--- src/rtl/sprint1_pkg.sv ---
// sprint1_pkg
//   Shared definitions for the Sprint 1 ROM load path: loader state
//   encoding, ROM region indices and load-error bit positions.
package sprint1_pkg;

    typedef enum logic [1:0] {
        IDLE = 2'd0,
        LOAD = 2'd1,
        HOLD = 2'd2,
        RUN  = 2'd3
    } ld_state_t;

    // ROM region indices (bit position in the one-hot write strobe)
    localparam int RGN_PROG    = 0;
    localparam int RGN_PROG_HI = 1;
    localparam int RGN_GFX     = 2;
    localparam int RGN_SYNC    = 3;
    localparam int NUM_RGN     = 4;

    // load_err bit positions
    localparam int LOAD_ERR_SHORT = 0;
    localparam int LOAD_ERR_OVF   = 1;

endpackage

--- src/rtl/rom_region_decode.sv ---
// rom_region_decode
//   Combinational base compare that maps a flat image byte address onto one
//   of four consecutive ROM regions.
//   Ports:
//     addr_i   - flat image byte address
//     sel_o    - one-hot region select (bit index = RGN_* constant)
//     offset_o - byte offset of addr_i within the selected region
//   Region 3 is open-ended; the caller is responsible for range-checking
//   against the image size.
module rom_region_decode
    import sprint1_pkg::*;
#(
    parameter int          ADDR_W  = 17,
    parameter int unsigned R1_BASE = 'h02000,
    parameter int unsigned R2_BASE = 'h03000,
    parameter int unsigned R3_BASE = 'h03800
) (
    input  logic [ADDR_W-1:0]  addr_i,
    output logic [NUM_RGN-1:0] sel_o,
    output logic [ADDR_W-1:0]  offset_o
);

    localparam logic [ADDR_W-1:0] B1 = ADDR_W'(R1_BASE);
    localparam logic [ADDR_W-1:0] B2 = ADDR_W'(R2_BASE);
    localparam logic [ADDR_W-1:0] B3 = ADDR_W'(R3_BASE);

    always_comb begin
        sel_o    = '0;
        offset_o = addr_i;
        if (addr_i < B1) begin
            sel_o[RGN_PROG] = 1'b1;
        end else if (addr_i < B2) begin
            sel_o[RGN_PROG_HI] = 1'b1;
            offset_o           = addr_i - B1;
        end else if (addr_i < B3) begin
            sel_o[RGN_GFX] = 1'b1;
            offset_o       = addr_i - B2;
        end else begin
            sel_o[RGN_SYNC] = 1'b1;
            offset_o        = addr_i - B3;
        end
    end

endmodule

--- src/rtl/rom_load_sequencer.sv ---
// rom_load_sequencer
//   Sits between hps_io and the Sprint 1 core. Splits the ioctl download
//   stream into per-region ROM writes and holds the core in reset while a
//   load is in progress plus HOLD_CYCLES afterwards.
//   Ports:
//     CLK, reset          - clock, synchronous active-high reset
//     rst_req             - user/OSD reset request (level)
//     dl, dl_wr           - ioctl_download, ioctl_wr strobe
//     dl_addr, dl_data    - ioctl_addr, ioctl_dout
//     rom_we              - one-hot region write strobe (registered)
//     rom_addr, rom_data  - region byte offset and write data
//     core_reset          - registered active-high core reset
//     load_done           - a complete, error-free image has been loaded
//     load_err            - [0] short image, [1] write beyond image size
//     byte_cnt            - accepted writes in the current/last load
module rom_load_sequencer
    import sprint1_pkg::*;
#(
    parameter int          ADDR_W       = 17,
    parameter int unsigned R1_BASE      = 'h02000,
    parameter int unsigned R2_BASE      = 'h03000,
    parameter int unsigned R3_BASE      = 'h03800,
    parameter int unsigned IMG_BYTES    = 'h04000,
    parameter int          HOLD_CYCLES  = 1024,
    parameter bit          REQUIRE_LOAD = 1'b1
) (
    input  logic              CLK,
    input  logic              reset,
    input  logic              rst_req,
    input  logic              dl,
    input  logic              dl_wr,
    input  logic [ADDR_W-1:0] dl_addr,
    input  logic [7:0]        dl_data,
    output logic [3:0]        rom_we,
    output logic [ADDR_W-1:0] rom_addr,
    output logic [7:0]        rom_data,
    output logic              core_reset,
    output logic              load_done,
    output logic [1:0]        load_err,
    output logic [ADDR_W:0]   byte_cnt
);

    localparam int              HCW       = $clog2(HOLD_CYCLES + 1);
    localparam logic [HCW-1:0]  HOLD_LAST = HCW'(HOLD_CYCLES - 1);
    // One bit wider than the address so an image filling the whole address
    // space still compares correctly.
    localparam logic [ADDR_W:0] IMG_W     = (ADDR_W + 1)'(IMG_BYTES);
    localparam logic [ADDR_W:0] CNT_MAX   = '1;

    ld_state_t           state_q, state_d;
    logic [HCW-1:0]      hold_q, hold_d;
    logic [3:0]          we_q, we_d;
    logic [ADDR_W-1:0]   addr_q, addr_d;
    logic [7:0]          data_q, data_d;
    logic                done_q, done_d;
    logic [1:0]          err_q, err_d;
    logic [ADDR_W:0]     cnt_q, cnt_d;
    logic                core_rst_q, core_rst_d;

    logic [NUM_RGN-1:0]  dec_sel;
    logic [ADDR_W-1:0]   dec_off;
    logic                in_range;

    rom_region_decode #(
        .ADDR_W  (ADDR_W),
        .R1_BASE (R1_BASE),
        .R2_BASE (R2_BASE),
        .R3_BASE (R3_BASE)
    ) u_dec (
        .addr_i   (dl_addr),
        .sel_o    (dec_sel),
        .offset_o (dec_off)
    );

    assign in_range = {1'b0, dl_addr} < IMG_W;

    always_comb begin
        state_d = state_q;
        hold_d  = hold_q;
        we_d    = '0;
        addr_d  = addr_q;
        data_d  = data_q;
        done_d  = done_q;
        err_d   = err_q;
        cnt_d   = cnt_q;

        unique case (state_q)
            IDLE: begin
                if (dl) begin
                    state_d = LOAD;
                    cnt_d   = '0;
                    err_d   = '0;
                    done_d  = 1'b0;
                end else if (!REQUIRE_LOAD) begin
                    // No image needed: release the core after the settle time.
                    if (hold_q == HOLD_LAST) state_d = RUN;
                    else                     hold_d  = hold_q + 1'b1;
                end
            end
            LOAD: begin
                if (!dl) begin
                    // A write coincident with the falling dl is dropped here.
                    state_d = HOLD;
                    hold_d  = '0;
                    if (cnt_q < IMG_W)          err_d[LOAD_ERR_SHORT] = 1'b1;
                    else if (!err_q[LOAD_ERR_OVF]) done_d            = 1'b1;
                end else if (dl_wr) begin
                    if (in_range) begin
                        we_d   = dec_sel;
                        addr_d = dec_off;
                        data_d = dl_data;
                        if (cnt_q != CNT_MAX) cnt_d = cnt_q + 1'b1;
                    end else begin
                        err_d[LOAD_ERR_OVF] = 1'b1;
                    end
                end
            end
            HOLD, RUN: begin
                if (dl) begin
                    state_d = LOAD;
                    cnt_d   = '0;
                    err_d   = '0;
                    done_d  = 1'b0;
                end else if (state_q == HOLD) begin
                    if (hold_q == HOLD_LAST) state_d = RUN;
                    else                     hold_d  = hold_q + 1'b1;
                end
            end
            default: state_d = IDLE;
        endcase

        // Built from next-state so the reset rises the cycle after dl rises
        // and falls on the first RUN cycle.
        core_rst_d = rst_req | (state_d != RUN) | (REQUIRE_LOAD & ~done_d);
    end

    always_ff @(posedge CLK) begin
        if (reset) begin
            state_q    <= IDLE;
            hold_q     <= '0;
            we_q       <= '0;
            addr_q     <= '0;
            data_q     <= '0;
            done_q     <= 1'b0;
            err_q      <= '0;
            cnt_q      <= '0;
            core_rst_q <= 1'b1;
        end else begin
            state_q    <= state_d;
            hold_q     <= hold_d;
            we_q       <= we_d;
            addr_q     <= addr_d;
            data_q     <= data_d;
            done_q     <= done_d;
            err_q      <= err_d;
            cnt_q      <= cnt_d;
            core_rst_q <= core_rst_d;
        end
    end

    assign rom_we     = we_q;
    assign rom_addr   = addr_q;
    assign rom_data   = data_q;
    assign core_reset = core_rst_q;
    assign load_done  = done_q;
    assign load_err   = err_q;
    assign byte_cnt   = cnt_q;

endmodule

--- config.mk ---
export PLATFORM = sky130hd
export DESIGN_NAME = rom_load_sequencer
export DESIGN_NICKNAME = d
export VERILOG_FILES = /design/src/rtl/sprint1_pkg.sv /design/src/rtl/rom_region_decode.sv /design/src/rtl/rom_load_sequencer.sv
export SDC_FILE = /design/constraint.sdc
export NUM_CORES = 1
export LEC_CHECK = 0
export ABC_AREA = 1
export BUFFER_PORTS_ARGS = -buffer_cell sky130_fd_sc_hd__buf_2
export CAP_MARGIN = 10
export CORE_MARGIN = 4
export CORE_UTILIZATION = 40
export CTS_CLUSTER_SIZE = 8
export DETAILED_ROUTE_END_ITERATION = 7
export SLEW_MARGIN = 20
export SYNTH_ARGS = -nofsm -noshare
export SYNTH_HDL_FRONTEND = slang
export SYNTH_HIERARCHICAL = 1
export SYNTH_SLANG_ARGS = --single-unit
--- constraint.sdc ---
create_clock -name CLK -period 3.6 [get_ports CLK]
set_input_delay 0.36 -clock CLK [delete_from_list [all_inputs] [get_ports CLK]]
set_output_delay 0.36 -clock CLK [all_outputs]
set_load 0.05 [all_outputs]
==> impl_metrics.env, run 1 <==
export IMPL_vdd_drop_max_mv=0.189
export IMPL_antenna_found_initial=0
export IMPL_ys_flop_type="dfxtp_1"
export IMPL_critPathMaxFanout=27
export IMPL_synth_top_area_frac=0.371
export IMPL_avgSynthCellArea_um2=6.74
export IMPL_yosysTopAreaCell="dfxtp_1"
export IMPL_min_path_type="in -> reg"
export IMPL_initial_core_util=0.416
export IMPL_drt_iter0_drc=152
export IMPL_crit_arrival_ps=2860
export IMPL_avgRoutedWirePerCell_um=12.5
export IMPL_routabilityCongestion=0.857
export IMPL_grt_pass1_vias=3242
export IMPL_multi_input_area_um2=1830
export IMPL_endpoint_kind="flip-flop"
export IMPL_finalSetupTns_ps=0
export IMPL_synth_common_cells="nor2_1 (120), nand2_1 (109), dfxtp_1 (64)"
export IMPL_grt_max_degree=29
export IMPL_via_per_inst=4.95
export IMPL_wirelength_mm=8.57
export IMPL_run_status="complete, no violations"
export IMPL_power_density_nw_per_um2=362
export IMPL_drc=0
export IMPL_area_growth_pct=16.1
export IMPL_ys_warnings_count=6
export IMPL_htreeDepth=3
export IMPL_cts_resized=0
export IMPL_cts_clk_slew_worst_paths_ps=80
export IMPL_slew_headroom=0.445
export IMPL_synth_area_leaders="dfxtp_1 (37%), nor2_1 (13%), nand2_1 (12%), nand3_1 (4.5%), o21ai_0 (4.2%)"
export IMPL_ys_seq_area_frac=0.371
export IMPL_cts_max_path_buffers=2
export IMPL_synth_most_common_cell="nor2_1"
export IMPL_synth_seq_cells=64
export IMPL_n_fill_cell=844
export IMPL_die_x_um=101
export IMPL_synth_cell_area_um2=3450
export IMPL_slew_violations=0
export IMPL_grt_pass1_wl_mm=14.6
export IMPL_postCtsSetupRepairBufs=0
export IMPL_critPathLaunchType="flip-flop"
export IMPL_hpwlAfterDp_mm=6.20
export IMPL_holdWs_ps=239
export IMPL_timing_hold_violations_final=0
export IMPL_syn_num_nets=548
export IMPL_drtAntennaViolNets=0
export IMPL_grt_overflow=0
export IMPL_clock_skew_ps=7.53
export IMPL_rsz0062_at_grt="false"
export IMPL_worstMarginPinSlew_ps=829
export IMPL_maxCapViolCount=0
export IMPL_layout_drive_gt1_share=0.212
export IMPL_netlist_instances=512
export IMPL_die_height_um=101
export IMPL_die_area_um2=10200
export IMPL_io_pin_count=81
export IMPL_nets=612
export IMPL_clock_sinks=64
export IMPL_first_pass_iters=4
export IMPL_grt_usage=0.174
export IMPL_critPathKind="reg -> reg"
export IMPL_synth_edff_count=0
export IMPL_portBuffers=80
export IMPL_p_leak_nw=1.80
export IMPL_cts_tree="done"
export IMPL_cp_required_ps=3830
export IMPL_fin_crit_ps=2630
export IMPL_core_region_area_um2=8300
export IMPL_num_antenna_cells=0
export IMPL_setup_violations=0
export IMPL_cts_made_buffers=9
export IMPL_root_buffer="clkbuf_8"
export IMPL_num_vias=3398
export IMPL_ys_async_sr_fraction=0
export IMPL_regArea_um2=1280
export IMPL_holdBufCountCts=0
export IMPL_finalCritPeriodShare=0.731
export IMPL_fmax_ghz=0.380
export IMPL_yosysUniqueCellTypes=34
export IMPL_fp_row_count=33
export IMPL_worstSkewPairLatency_ps=330
==> final timing paths <==
kind	start	to	slack (ps)	depth (start not counted)
worst max-delay path	state_q[1]	byte_cnt[7]	970	8
worst min-delay path	rst_req	core_reset	240	3
worst max register to register	state_q[1]	byte_cnt[7]	970	8
worst min register to register	hold_q[8]	hold_q[8]	480	2
==> final cells by class <==
class / instances / share of cell area
clock inverter: 7 / 0.0181
inverter: 42 / 0.0412
tap: 105 / 0.0328
clock buffer: 9 / 0.0309
timing repair buffer: 80 / 0.0999
sequential: 64 / 0.320
multi-input combinational: 379 / 0.458
==> per-layer routing <==
layer	part of all wire	track usage
met2	0.46	0.282
met1	0.45	0.222
met4	0.0044	0.0460
met3	0.081	0.0581
met5	0	0
==> sequential cells by signal (all words and copies together), names as in the netlist <==
name and flops:
load_done 1, rom_addr 17, hold_q 11, rom_we 4, state_q 2, core_reset 1
rom_data 8, load_err 2, byte_cnt 18
==> layout by cell type (no fill, tap or decap), types with 6 or more instances in the layout <==
cell,Yosys,layout
nand3_1,31,31
nand2_2,6,6
inv_1,37,37
a21oi_1,25,25
ha_1,6,6
o21ai_0,29,29
clkbuf_8,0,9
xor2_1,12,12
dfxtp_1,64,64
nor3_1,9,9
buf_2,1,80
nor2_1,120,120
nand2_1,109,109
==> worst max-delay path: stages (launching register included) <==
cell,delay [ps]
dfxtp_1,430
clkinv_4,130
nand2_4,140
nor3_4,720
inv_4,280
o21bai_4,540
nand3_1,150
nand2_1,90
nor2_1,40
==> cells by family (layout without fill, tap and decap cells) <==
group                      Yosys count  in the layout  synth area share
DFF                                 64             64             0.371
AOI/OAI and AO/OA                   65             65             0.105
buffers and inverters               69            138            0.0975
adders and majority gates            6              6            0.0217
and+or+nand+nor                    293            293             0.366
xor gates and xnor gates            15             15            0.0381
==> per-stage QoR <==
step | worst slack, ps | utilization | area [um2] | power, mW | std cells
2_1_floorplan | 1510 | - | 3450 | 0.824 | 512
3_3_place_gp | 979 | 0.459 | 3810 | 0.851 | 670
3_5_place_dp | 970 | 0.459 | 3810 | 0.852 | 670
4_1_cts | 922 | 0.483 | 4010 | 1.47 | 686
5_1_grt | 658 | 0.483 | 4010 | 1.52 | 686
6_report | 967 | 0.483 | 4010 | 1.45 | 686
==> where the power goes <==
group          total (mW)  switching, mW  internal [mW]
Combinational       0.119         0.0825         0.0364
Clock               0.618          0.298          0.320
Sequential          0.716        0.00432          0.712
Note: power is estimated with default switching activity, not from simulation.
==> inputs of run 2 (changes only) <==
Clock period 3.6 ns to 2.7 ns, I/O delays scaled along.
==> impl_metrics.env, run 2 (synthesis results as in run 1) <==
export IMPL_root_buffer="clkbuf_8"
export IMPL_run_status="complete, no violations"
export IMPL_routabilityCongestion=0.882
export IMPL_vdd_drop_max_mv=0.350
export IMPL_avgRoutedWirePerCell_um=12.1
export IMPL_first_pass_iters=4
export IMPL_p_leak_nw=1.81
export IMPL_drtAntennaViolNets=0
export IMPL_htreeDepth=3
export IMPL_slew_violations=0
export IMPL_power_density_nw_per_um2=477
export IMPL_critPathLaunchType="flip-flop"
export IMPL_worstSkewPairLatency_ps=330
export IMPL_cts_made_buffers=9
export IMPL_routed_top_layer="met4"
export IMPL_m1WireLength_mm=3.92
export IMPL_fp_row_count=33
export IMPL_drt_iter0_drc=139
export IMPL_grt_pass1_vias=3104
export IMPL_hpwlAfterDp_mm=6.04
export IMPL_holdBufCountCts=0
export IMPL_wirelength_mm=8.31
export IMPL_cp_required_ps=2910
export IMPL_io_pin_count=81
export IMPL_wl_met2_mm=3.59
export IMPL_worstReg2RegStart="byte_cnt[0]"
export IMPL_layout_drive_gt1_share=0.211
export IMPL_rsz0062_at_grt="false"
export IMPL_finalCritPeriodShare=0.741
export IMPL_maxCapViolCount=0
export IMPL_initial_core_util=0.416
export IMPL_clock_sinks=64
export IMPL_post_route_util=0.485
export IMPL_nets=615
export IMPL_crit_arrival_ps=2210
export IMPL_grt_usage=0.168
export IMPL_critPathMaxFanout=14
export IMPL_die_height_um=101
export IMPL_endpoint_kind="flip-flop"
export IMPL_grt_pass1_wl_mm=14.0
export IMPL_portBuffers=80
export IMPL_clock_skew_ps=11.1
export IMPL_grt_max_degree=29
export IMPL_fmax_ghz=0.500
export IMPL_final_common_cell="nor2_1"
export IMPL_die_area_um2=10200
export IMPL_worstMarginPinSlew_ps=742
export IMPL_die_x_um=101
export IMPL_critPathKind="reg -> reg"
export IMPL_antenna_found_initial=0
export IMPL_num_vias=3330
export IMPL_n_fill_cell=840
export IMPL_min_path_type="in -> reg"
export IMPL_power_mw=1.92
export IMPL_critPathLaunch="byte_cnt[0]"
export IMPL_slew_headroom=0.505
export IMPL_setup_violations=0
export IMPL_fin_crit_ps=2000
export IMPL_core_region_area_um2=8300
export IMPL_area_growth_pct=16.5
export IMPL_via_per_inst=4.84
export IMPL_wl_met3_um=676
export IMPL_largest_register_ffs=18
export IMPL_grt_overflow=0
export IMPL_cts_resized=0
export IMPL_drc=0
export IMPL_hold_path_startpoint="dl_addr[5]"
export IMPL_finalSetupTns_ps=0
export IMPL_cts_max_path_buffers=2
export IMPL_num_antenna_cells=0
export IMPL_postCtsSetupRepairBufs=0
export IMPL_cts_tree="done"
export IMPL_timing_hold_violations_final=0
export IMPL_layout_common_cells="nor2_1 (120), nand2_1 (109), buf_2 (80), dfxtp_1 (64), inv_1 (37)"
export IMPL_cts_clk_slew_worst_paths_ps=70
[run 2: cell types whose count changed in the layout (fill, tap and decap cells not counted)]
cell | before | now
clkinv_4 | 3 | 1
clkbuf_1 | 0 | 2
clkinvlp_4 | 2 | 1
clkbuf_8 | 9 | 10
clkinv_2 | 2 | 1
buf_4 | 0 | 3
[run 2: final cells by class]
type,instances,area [um2],area share
clock buffer,12,145,0.0361
tap,105,131,0.0327
inverter,42,165,0.0411
multi-input combinational,379,1830,0.456
timing repair buffer,83,423,0.105
sequential,64,1280,0.319
clock inverter,3,42.5,0.0106
[run 2: per-stage QoR]
stage                     setup slack, ps  area, um2  hold slack (ps)  instances
after floorplan                       613       3450              385        512
after global placement                773       3830              453        673
after detailed placement              713       3830              466        673
after CTS                             699       4020              143        688
after global routing                  546       4020              145        688
final                                 699       4020              152        688
[run 2: final timing paths]
check	end	slack, ps	cells after the start
worst min-delay path	rom_addr[5]	150	3
worst max-delay path	byte_cnt[17]	700	10
worst min register to register	hold_q[8]	470	2
worst max register to register	byte_cnt[17]	700	10
[run 2: critical path: stages (launching register included)]
cell	delay, ps
dfxtp_1	510
ha_1	260
inv_1	60
nor2_2	180
nand3_2	130
nor2_4	160
nor2_4	60
nor2_4	290
nor2_1	90
nor2_1	100
nor2_1	50
[run 2: report_power, final]
part / internal [mW] / switching [mW]
sequential: 0.949 / 0.00577
clock: 0.446 / 0.358
combinational: 0.0504 / 0.110
total: 1.45 / 0.473
[run 2: per-layer routing]
layer | global-route usage | vias to the layer above
met1 | 0.219 | 1478
li1 | - | 1743
met5 | 0 | -
met3 | 0.0595 | 12
met2 | 0.259 | 97
met4 | 0.0542 | 0
